==> config.mk <==
export PLATFORM = sky130hd
export DESIGN_NAME = sw_debounce
export DESIGN_NICKNAME = d
export VERILOG_FILES = /design/src/rtl/sw_pkg.sv /design/src/rtl/debounce_bit.sv /design/src/rtl/sw_debounce.sv
export SDC_FILE = /design/constraint.sdc
export NUM_CORES = 1
export LEC_CHECK = 0
export ABC_AREA = 0
export BUFFER_PORTS_ARGS = -buffer_cell sky130_fd_sc_hd__buf_2
export CAP_MARGIN = 25
export CORE_MARGIN = 5
export CORE_UTILIZATION = 56
export DETAILED_ROUTE_END_ITERATION = 8
export GPL_ROUTABILITY_DRIVEN = 0
export PLACE_DENSITY = 0.86
export REMOVE_ABC_BUFFERS = 1
export SYNTH_ARGS = -nofsm -noshare
export SYNTH_HDL_FRONTEND = slang
export SYNTH_SLANG_ARGS = --single-unit
==> constraint.sdc <==
create_clock -name clk -period 2.25 [get_ports clk]
set_clock_uncertainty 0.05 [all_clocks]
set_input_delay 0.1125 -clock clk [delete_from_list [all_inputs] [get_ports clk]]
set_output_delay 0.1125 -clock clk [all_outputs]
set_load 0.01 [all_outputs]
==> src/rtl/sw_pkg.sv <==
// Shared definitions for the switch conditioning slice.
//   SW_WIDTH        default number of switch bits
//   SW_CNT_MAX_DEF  default hold time in clk cycles (1 ms @ 100 MHz)
//   bit_state_t     per-bit debounce FSM state
package sw_pkg;

  localparam int unsigned SW_WIDTH       = 4;
  localparam int unsigned SW_CNT_MAX_DEF = 100000;

  typedef enum logic {
    ST_STABLE = 1'b0,
    ST_COUNT  = 1'b1
  } bit_state_t;

endpackage

==> src/rtl/debounce_bit.sv <==
// Single-bit synchroniser + debouncer.
//   clk    system clock, rising edge
//   rst    asynchronous active-high reset
//   d_raw  raw asynchronous switch level
//   q_db   debounced level
//   upd    1-cycle pulse, high in the cycle q_db shows a new value
// A new level must be seen for CNT_MAX+1 consecutive cycles at the
// synchroniser output before q_db takes it; any bounce back restarts.
module debounce_bit
  import sw_pkg::*;
#(
  parameter int unsigned CNT_MAX = SW_CNT_MAX_DEF
) (
  input  logic clk,
  input  logic rst,
  input  logic d_raw,
  output logic q_db,
  output logic upd
);

  localparam int unsigned CW = $clog2(CNT_MAX + 1);

  if (CNT_MAX < 1) begin : g_bad_cnt_max
    $error("debounce_bit: CNT_MAX must be >= 1");
  end

  logic          s1, s2;
  bit_state_t    state, state_nx;
  logic [CW-1:0] cnt, cnt_nx;
  logic          q_nx, upd_nx;

  // Plain two-flop synchroniser, nothing between the stages.
  always_ff @(posedge clk or posedge rst) begin
    if (rst) begin
      s1 <= 1'b0;
      s2 <= 1'b0;
    end else begin
      s1 <= d_raw;
      s2 <= s1;
    end
  end

  always_ff @(posedge clk or posedge rst) begin
    if (rst) begin
      state <= ST_STABLE;
      cnt   <= '0;
      q_db  <= 1'b0;
      upd   <= 1'b0;
    end else begin
      state <= state_nx;
      cnt   <= cnt_nx;
      q_db  <= q_nx;
      upd   <= upd_nx;
    end
  end

  always_comb begin
    state_nx = state;
    cnt_nx   = cnt;
    q_nx     = q_db;
    upd_nx   = 1'b0;
    case (state)
      ST_STABLE: begin
        if (s2 != q_db) begin
          state_nx = ST_COUNT;
          cnt_nx   = CW'(1);
        end else begin
          cnt_nx   = '0;
        end
      end
      ST_COUNT: begin
        if (s2 == q_db) begin
          state_nx = ST_STABLE;
          cnt_nx   = '0;
        end else if (cnt == CW'(CNT_MAX)) begin
          state_nx = ST_STABLE;
          cnt_nx   = '0;
          q_nx     = s2;
          upd_nx   = 1'b1;
        end else begin
          cnt_nx   = cnt + CW'(1);
        end
      end
      default: begin
        state_nx = ST_STABLE;
        cnt_nx   = '0;
      end
    endcase
  end

endmodule

==> src/rtl/sw_debounce.sv <==
// Switch conditioning stage ahead of the 4-to-2 encoder: synchronises and
// debounces each raw switch bit independently.
//   clk      system clock, rising edge
//   rst      asynchronous active-high reset
//   sw       raw asynchronous switch inputs
//   sw_db    debounced switch levels (feed encoder sw)
//   changed  1-cycle pulse aligned with any new sw_db value
//   rise     per-bit 1-cycle 0->1 pulse, aligned with changed
//            (present only when SW_EDGE_OUT_EN is defined)
module sw_debounce
  import sw_pkg::*;
#(
  parameter int unsigned WIDTH   = SW_WIDTH,
  parameter int unsigned CNT_MAX = SW_CNT_MAX_DEF
) (
  input  logic             clk,
  input  logic             rst,
  input  logic [WIDTH-1:0] sw,
  output logic [WIDTH-1:0] sw_db,
  output logic             changed
`ifdef SW_EDGE_OUT_EN
  ,
  output logic [WIDTH-1:0] rise
`endif
);

  logic [WIDTH-1:0] upd;

  for (genvar i = 0; i < WIDTH; i++) begin : g_bit
    debounce_bit #(
      .CNT_MAX(CNT_MAX)
    ) u_bit (
      .clk  (clk),
      .rst  (rst),
      .d_raw(sw[i]),
      .q_db (sw_db[i]),
      .upd  (upd[i])
    );
  end

  // upd bits are registered, so changed is glitch-free and one pulse
  // covers every bit that updated on the same edge.
  assign changed = |upd;

`ifdef SW_EDGE_OUT_EN
  // A bit that just updated to 1 was necessarily a 0->1 transition.
  assign rise = upd & sw_db;
`endif

endmodule

=== Word level (Yosys, flattened, before mapping) ===
Index checks and enable logic that the tools add are counted.

* Muxes and demuxes: 44
* Add/subtract/negate cells: 4
* Reductions and logical operators: 5
* Equal/unequal tests: 12
* Bitwise logic cells: 8

{| class="wikitable"
|+ Operators by type and width
! operator !! number
|-
| 17-bit 2-to-1 mux || 8
|-
| 17-bit one-hot mux with 2 select lines || 4
|-
| 17-bit by 1-bit adder with 17-bit output, second input constant || 4
|-
| 17-bit == test, second input constant || 4
|-
| 1-bit 2-to-1 mux || 28
|-
| 3-bit AND reduction || 4
|-
| 1-bit inverter || 8
|-
| 1-bit one-hot mux with 2 select lines || 4
|-
| 1-bit == test || 4
|-
| 1-bit inequality test || 4
|-
| 4-bit OR reduction || 1
|}

* Word-level logic and storage cells: 97
* Bits of input ports: 6
* Flip-flop bits (word level): 88
* Output and inout port bits: 5

=== Logic depth before layout (Yosys ltp) ===
Gate-level depths: netlist (run 1).

* Word-level depth: 4
* Depth in mapped cells: 8
* Mapped depth without buffers: 6

=== By module ===
A second synthesis (run 1) with hierarchy kept.

* Cell total of the unflattened synthesis: 409
* Area, all modules: 4211.5 sq um

{| class="wikitable"
|+ Modules (own cells, without submodules)
! module !! times used !! cells an instance !! area an instance (sq um) !! seq. area each (sq um)
|-
| debounce_bit || 4 || 102 || 1051.0 || 550.5
|-
| sw_debounce || 1 || 1 || 7.5 || 0.0
|}

=== Worst setup path before layout (run 1) ===
OpenSTA, ideal clock, no wires.

* Path type: register to register
* Start: register g_bit[2].u_bit.cnt[0]
* End: register g_bit[2].u_bit.cnt[11]
* Setup time: 0.119 ns
* Buffers on the path: 2
* Path slack: 0.267 ns
* Cell stages (with the launch flop): 9
* Clock period less this slack: 1.983 ns
* Data arrival time: 1.814 ns
* Cell sequence: dfrtp_1 > inv_1 > ha_1 > or4b_4 > nor4_4 > or3b_1 > buf_6 > buf_12 > nor2_1

* Word-level cells in the longest chain between the ends: 4
* Elaborated cells between the ends (all ways): 5
* Classes of those cells: 1 x add/sub; 1 x eq/ne; 3 x mux

{| class="wikitable"
|+ RTL lines
! item !! line !! source
|-
| start: declaration || debounce_bit.sv:29 || <nowiki>logic [CW-1:0] cnt, cnt_nx;</nowiki>
|-
| start signal: assignment || debounce_bit.sv:51 || <nowiki>cnt <= cnt_nx;</nowiki>
|-
| 17-bit by 1-bit adder with 17-bit output or 17-bit == test (tied branches) || debounce_bit.sv:81, debounce_bit.sv:75 ||
|-
| 17-bit 2-to-1 mux * || debounce_bit.sv:75 || <nowiki>end else if (cnt == CW'(CNT_MAX)) begin</nowiki>
|-
| 17-bit 2-to-1 mux * || debounce_bit.sv:72 || <nowiki>if (s2 == q_db) begin</nowiki>
|-
| 17-bit one-hot mux with 2 select lines * || debounce_bit.sv:62 || <nowiki>case (state)</nowiki>
|-
| named net g_bit[2].u_bit.cnt_nx[11] || debounce_bit.sv:29 ||
|}

The timed path passes the listed nets; every way through them passes the cells marked *.
A chain may end at the register's enable or synchronous reset.

=== Worst setup path in the final report (run 1) ===
* Start: register g_bit[2].u_bit.cnt[1]
* End: register g_bit[2].u_bit.cnt[6]

The elaborated chain is that of the path after synthesis.

==> flow_summary_export.csv, run 1 <==
group,metric,value,unit
run_status,status,"finished, final reports clean",
finish,antenna_cells,0,
synth,synthCells,418,
critical_path,reg2reg_depth,7,
sta,fin_crit_sh,92.3,%
clock_tree,clock_path_buffers,2,
grt,antenna_found_initial,0,
sta,hold_viol,0,
clock_tree,htreeDepth,3,
clock_tree,numCtsBuffers,9,
hold_path,hold_path_depth,0,
floorplan,ios,11,
synth,yosysSeqAreaShare,50.9,%
run,drv_cap,0,
sta,final.setup.tns,0,ns
place,place_ws,0.192,ns
finish,stdcell_count,544,
finish,syn2layout_area_growth,8.29,%
critical_path,crit_arrival,2.26,ns
route,vias_per_cell,5.82,
floorplan,rows,32,
hold_path,worstHoldPathType,"reg2reg",
grt,grtUsageTotal,18.0,%
floorplan,initial_core_util,56.6,%
grt,grt_max_degree,51,
synth,synth_ff_type,"dfrtp_1",
pwr,p_leak,1.89,nW
synth,synthArstFlopShare,100,%
route,detail_route.wl_per_cell,15.1,µm
hold_path,hold_end,"g_bit[2].u_bit.s2$_DFF_PP0_",
sta,layout_setup_ws,0.174,ns
place,postPlaceCellArea,4440,µm²
synth,ys_ff_latch,88,
sta,max_freq,0.482,GHz
place,io_buffers,10,
grt,overflow,0,
sta,finalSetupViolations,0,
route,vias,3164,
synth,synth_edf_count,0,
grt,grt_pass1_vias,3080,
critical_path,reg2reg_slack,0.17,ns
critical_path,worstSetupPathType,"reg2reg",
synth,avgSynthCellArea,10.4,µm²
synth,ys_types,43,
sta,tightest_slew,0.844,ns
pwr,power.total,2.83,mW
place,place_hpwl,5.37,mm
synth,synth_area,4330,µm²
route,drt_pass1_iterations,4,
route,route.detailed.drc,0,
grt,grt_pass1_wl,14.3,mm
clock_tree,cts_tree,"done",
sta,slew_headroom,43.7,%
place,dp_cells,523,
clock_tree,cts_sinks,88,
sta,period_minus_slack,2.08,ns
clock_tree,path_clk_slew,0.08,ns
clock_tree,ctsResizeCount,0,
route,drt-initial-drc-count,183,
critical_path,r2r_start,"g_bit[2].u_bit.cnt[1]$_DFF_PP0_",
critical_path,timing.critical_path.fanout_max,16,
finish,fin_nets,451,
critical_path,crit_required,2.43,ns
critical_path,cp-start-kind,"flop",
clock_tree,clk_latency,0.36,ns
pwr,pwr_density_cell,604,nW/µm²
finish,final_area,4690,µm²
critical_path,reg2reg_to,"g_bit[2].u_bit.cnt[6]$_DFF_PP0_",
sta,rsz0062_at_grt,"no",
synth,netlist.area_leader.share,50.9,%
sta,drv_slew,0,
synth,synth_top_area_cell,"dfrtp_1",
finish,drive_gt1_share,9.95,%
floorplan,die_x,97.9,µm
floorplan,fp.coreArea,7650,µm²
critical_path,end_kind,"flop",
hold_path,hp-start,"g_bit[2].u_bit.s1$_DFF_PP0_",
route,detail-route-antenna-nets,0,
clock_tree,clockRootBuffer,"clkbuf_8",
synth,synth.area.top_cells,"dfrtp_1 (51%), xnor2_1 (7.1%), nor2_1 (5.5%), xor2_1 (4.5%), nand4_1 (3.2%)",
pwr,worst_ir_drop_vdd,0.000512,V
floorplan,dieArea,9590,µm²
synth,yosysWarnings,0,
clock_tree,post-cts-setup-buffers,0,
floorplan,dieHeight,97.9,µm
route,totalWireLength,8.19,mm
==> metrics by stage <==
stage               hold WS [ns]  utilization (%)
finish                     0.305             61.3
global route               0.321             61.3
CTS                        0.309             61.3
detailed placement         0.172             58.1
global placement           0.170             58.1
floorplan                 0.0939                -
==> cell usage in the layout (no fill, tap or decap), types with 7 or more instances in the layout <==
| master | Yosys | layout |
|---|---|---|
| clkbuf_8 | 0 | 9 |
| xnor2_1 | 35 | 35 |
| nor4_1 | 14 | 14 |
| inv_1 | 18 | 17 |
| nor2_1 | 64 | 64 |
| xor2_1 | 22 | 22 |
| and3_1 | 7 | 7 |
| dfrtp_1 | 88 | 88 |
| nor3_1 | 9 | 9 |
| nand2_1 | 20 | 20 |
| ha_1 | 8 | 8 |
| a21oi_1 | 11 | 11 |
| nand3_1 | 26 | 26 |
| buf_2 | 0 | 10 |
| nand4_1 | 22 | 22 |
| buf_4 | 5 | 7 |
==> worst max-delay path by stage <==
stage / start / end / depth (start not counted)
after floorplan: rst / g_bit[0].u_bit.cnt[0]$_DFF_PP0_ / 1
after global placement: g_bit[2].u_bit.cnt[1]$_DFF_PP0_ / g_bit[2].u_bit.cnt[5]$_DFF_PP0_ / 7
after detailed placement: g_bit[2].u_bit.cnt[1]$_DFF_PP0_ / g_bit[2].u_bit.cnt[9]$_DFF_PP0_ / 7
after CTS: g_bit[2].u_bit.cnt[1]$_DFF_PP0_ / g_bit[2].u_bit.cnt[6]$_DFF_PP0_ / 7
after global routing: g_bit[2].u_bit.cnt[1]$_DFF_PP0_ / g_bit[2].u_bit.cnt[5]$_DFF_PP0_ / 7
final: g_bit[2].u_bit.cnt[1]$_DFF_PP0_ / g_bit[2].u_bit.cnt[6]$_DFF_PP0_ / 7
==> critical path, stage by stage, from the launching register on <==
cell and delay [ns]:
dfrtp_1 0.42, inv_1 0.07, ha_1 0.14, or4b_4 0.47, nor4_4 0.37, or3b_1 0.16, buf_4 0.20, a21oi_1 0.07
==> routing by layer <==
layer / GRT usage, % / vias up / share of wire [%]
met5: 0 / - / 0
met3: 4.14 / 14 / 4.0
met2: 29.7 / 97 / 51
li1: - / 1494 / -
met1: 23.6 / 1559 / 44
met4: 6.07 / 0 / 1.8
==> what timing repair did <==
action                                  CTS  global route
hold buffers                              5             0
hold endpoints to repair                 51             0
endpoints found under the setup margin    0             0
==> synth_stat cells (2+ instances only) <==
cell / instances
nand4_1: 22
and3_1: 7
xnor2_1: 35
nor4b_1: 3
nand3_1: 26
nand4b_1: 3
clkbuf_1: 5
ha_1: 8
and4_1: 6
buf_6: 2
o31ai_1: 3
buf_12: 2
nand4bb_1: 2
or2_2: 2
o21a_1: 2
a21oi_1: 11
or4bb_1: 2
nor4_4: 2
or4_1: 5
and2_1: 3
or4b_1: 3
xor2_1: 22
dfrtp_1: 88
inv_1: 18
o21ai_0: 6
nor3_1: 9
buf_4: 5
or3_1: 5
nand2_1: 20
nor4_1: 14
nor2_1: 64
mux2_2: 2
==> power breakdown <==
| part | total (mW) | internal (mW) | switching [mW] |
|---|---|---|---|
| Combinational | 0.119 | 0.0419 | 0.0772 |
| Clock | 1.09 | 0.520 | 0.573 |
| Sequential | 1.62 | 1.60 | 0.0216 |
| Total | 2.83 | 2.16 | 0.671 |
==> sequential cells by signal, summed over array words and instances, names as in the netlist <==
register	flops
g_bit.u_bit.cnt	68
g_bit.u_bit.q_db	4
g_bit.u_bit.s1	4
g_bit.u_bit.s2	4
g_bit.u_bit.state	4
g_bit.u_bit.upd	4
==> cell type report <==
class	count	area [µm²]
clock inverter	6	68.8
multi-input combinational	298	1940
timing repair buffer	22	153
tap	102	128
clock buffer	10	128
inverter	18	68.8
sequential	88	2200
fill	566	2960
==> cell families (layout without fill, tap and decap cells) <==
kind of cell	Yosys count	in the layout	share of synthesized area [%]
and+or+nand+nor	207	207	27.0
DFF	88	88	50.9
xor gates and xnor gates	57	57	11.5
buffers and inverters	32	56	4.31
AOI/OAI and AO/OA	22	22	2.83
adders and majority gates	8	8	2.31
muxes	4	4	1.13
Power figures use the tool's default switching activity.
==> inputs of run 2 (changes only) <==
--- a/config.mk
+++ b/config.mk
@@ -8,12 +8,15 @@
 export ABC_AREA = 0
 export BUFFER_PORTS_ARGS = -buffer_cell sky130_fd_sc_hd__buf_2
 export CAP_MARGIN = 25
+export CELL_PAD_IN_SITES_DETAIL_PLACEMENT = 0
+export CELL_PAD_IN_SITES_GLOBAL_PLACEMENT = 1
 export CORE_MARGIN = 5
-export CORE_UTILIZATION = 56
+export CORE_UTILIZATION = 45
 export DETAILED_ROUTE_END_ITERATION = 8
 export GPL_ROUTABILITY_DRIVEN = 0
-export PLACE_DENSITY = 0.86
+export PLACE_DENSITY = 0.87
 export REMOVE_ABC_BUFFERS = 1
+export SKIP_LAST_GASP = 1
 export SYNTH_ARGS = -nofsm -noshare
 export SYNTH_HDL_FRONTEND = slang
 export SYNTH_SLANG_ARGS = --single-unit
==> flow_summary_export.csv, run 2 (same netlist as run 1, synthesis figures left out) <==
group,metric,value,unit
clock_tree,path_clk_slew,0.08,ns
pwr,internal-power,2.19,mW
sta,rsz0062_at_grt,"no",
floorplan,rows,35,
grt,grtUsageTotal,14.8,%
sta,period_minus_slack,2.03,ns
finish,final_area,4770,µm²
finish,antenna_cells,0,
critical_path,crit_chain,"inv_1 -> ha_1 -> or4b_4 -> nor4_4 -> or3b_1 -> buf_12 -> nor2_1",
critical_path,crit_arrival,2.23,ns
clock_tree,clockRootBuffer,"clkbuf_8",
pwr,pwr_density_cell,596,nW/µm²
critical_path,crit_family,"simple AND/OR/NAND/NOR gates",
pwr,pwr-share-seq,56.9,%
sta,finalSetupViolations,0,
sta,drv_slew,0,
finish,drive_gt1_share,10.8,%
floorplan,dieArea,11700,µm²
clock_tree,cts_sinks,88,
pwr,p_leak,1.92,nW
sta,hold_viol,0,
clock_tree,cts_tree,"done",
sta,max_freq,0.492,GHz
floorplan,ios,11,
place,place_hpwl,5.27,mm
critical_path,end_kind,"flop",
pwr,comb_power_share,4.4,%
grt,grt_max_degree,47,
sta,fin_crit_sh,90.4,%
sta,holdWs,0.306,ns
floorplan,fp.coreArea,9330,µm²
route,detail-route-antenna-nets,0,
route,drt-initial-drc-count,139,
sta,final.setup.tns,0,ns
grt,antenna_found_initial,0,
finish,fin_nets,454,
grt,overflow,0,
critical_path,cp_slowest_cell,"or4b_4",
route,drt_pass1_iterations,4,
finish,largest_reg_flops,68,
critical_path,timing.critical_path.fanout_max,16,
critical_path,worstSetupPathType,"reg2reg",
hold_path,worstHoldPathType,"reg2reg",
finish,max_flop_register,"g_bit.u_bit.cnt",
grt,grt_pass1_vias,3058,
clock_tree,clock_path_buffers,2,
grt,grt_pass1_wl,13.9,mm
floorplan,dieHeight,108,µm
sta,slew_headroom,51.2,%
pwr,power.total,2.84,mW
pwr,swShare,23.1,%
finish,syn2layout_area_growth,10.2,%
critical_path,cp-start-kind,"flop",
place,postPlaceCellArea,4520,µm²
route,vias,3064,
floorplan,die_x,108,µm
pwr,worst_ir_drop_vdd,0.000382,V
clock_tree,clk_latency,0.36,ns
critical_path,max_stage_delay,0.46,ns
clock_tree,numCtsBuffers,9,
finish,final_common_cell,"dfrtp_1",
place,io_buffers,10,
finish,final_cell_mix,"dfrtp_1 (88), nor2_1 (64), xnor2_1 (35)",
route,detail_route.wl_per_cell,13.6,µm
sta,tightest_slew,0.731,ns
run_status,status,"finished, final reports clean",
route,route.detailed.drc,0,
route,vias_per_cell,5.34,
floorplan,initial_core_util,46.4,%
critical_path,crit_buf_inv,2,
run,drv_cap,0,
route,totalWireLength,7.80,mm
pwr,p_switching,0.657,mW
critical_path,crit_required,2.44,ns
clock_tree,htreeDepth,3,
pwr,clkPwrFrac,38.7,%
clock_tree,ctsResizeCount,0,
==> run 2: changes by cell type in the layout (fill, tap and decap cells not counted) <==
cell,delta
clkinv_4,-1
clkbuf_8,+1
clkbuf_1,-1
buf_12,+2
clkinvlp_4,-1
clkinv_2,+3
inv_6,-1
buf_4,+1
==> run 2: worst paths after layout <==
path                                                  from                                to  slack [ns]  depth (start not counted)
max                        g_bit[2].u_bit.cnt[1]$_DFF_PP0_  g_bit[2].u_bit.cnt[12]$_DFF_PP0_        0.22                          7
min                            g_bit[0].u_bit.s1$_DFF_PP0_       g_bit[0].u_bit.s2$_DFF_PP0_        0.31                          0
max reg2reg                g_bit[2].u_bit.cnt[1]$_DFF_PP0_  g_bit[2].u_bit.cnt[12]$_DFF_PP0_        0.22                          7
min reg2reg                    g_bit[0].u_bit.s1$_DFF_PP0_       g_bit[0].u_bit.s2$_DFF_PP0_        0.31                          0
max in group asynchronous                              rst  g_bit[1].u_bit.cnt[11]$_DFF_PP0_        1.12                          4
min in group asynchronous                              rst   g_bit[0].u_bit.cnt[4]$_DFF_PP0_        0.35                          3
==> run 2: final cells by class <==
cell class,count,area (µm²)
Inverter,18,68.8
Fill cell,826,4560
Clock buffer,10,138
Tap cell,129,161
Clock inverter,6,58.8
Sequential cell,88,2200
Multi-Input combinational cell,298,1940
Timing Repair Buffer,25,200
==> run 2: stage by stage <==
| step | setup slack (ns) | utilization, % | cells |
|---|---|---|---|
| after CTS | 0.206 | 51.1 | 574 |
| after detailed placement | 0.221 | 48.5 | 553 |
| final | 0.216 | 51.1 | 574 |
| after floorplan | -0.191 | - | 404 |
| after global routing | 0.112 | 51.1 | 574 |
| after global placement | 0.253 | 48.5 | 553 |
==> run 2: timing repair <==
item	in CTS	in global routing
buffers inserted	0	0
endpoints found under the setup margin	0	0
hold buffers	5	0
hold endpoints to repair	46	0
==> run 2: per-layer routing <==
layer	track usage, %	part of all wire [%]
met5	0	0
met4	6.85	1.9
met3	2.33	1.7
met2	23.2	49
met1	20.1	48
==> run 2: power by group through the flow <==
stage               Combinational [mW]  Sequential [mW]  Clock [mW]
floorplan                       0.0742             1.65           0
detailed placement               0.123             1.65           0
CTS                              0.130             1.62        1.13
global route                     0.145             1.62        1.20
finish                           0.125             1.62        1.10
global placement                 0.119             1.65           0
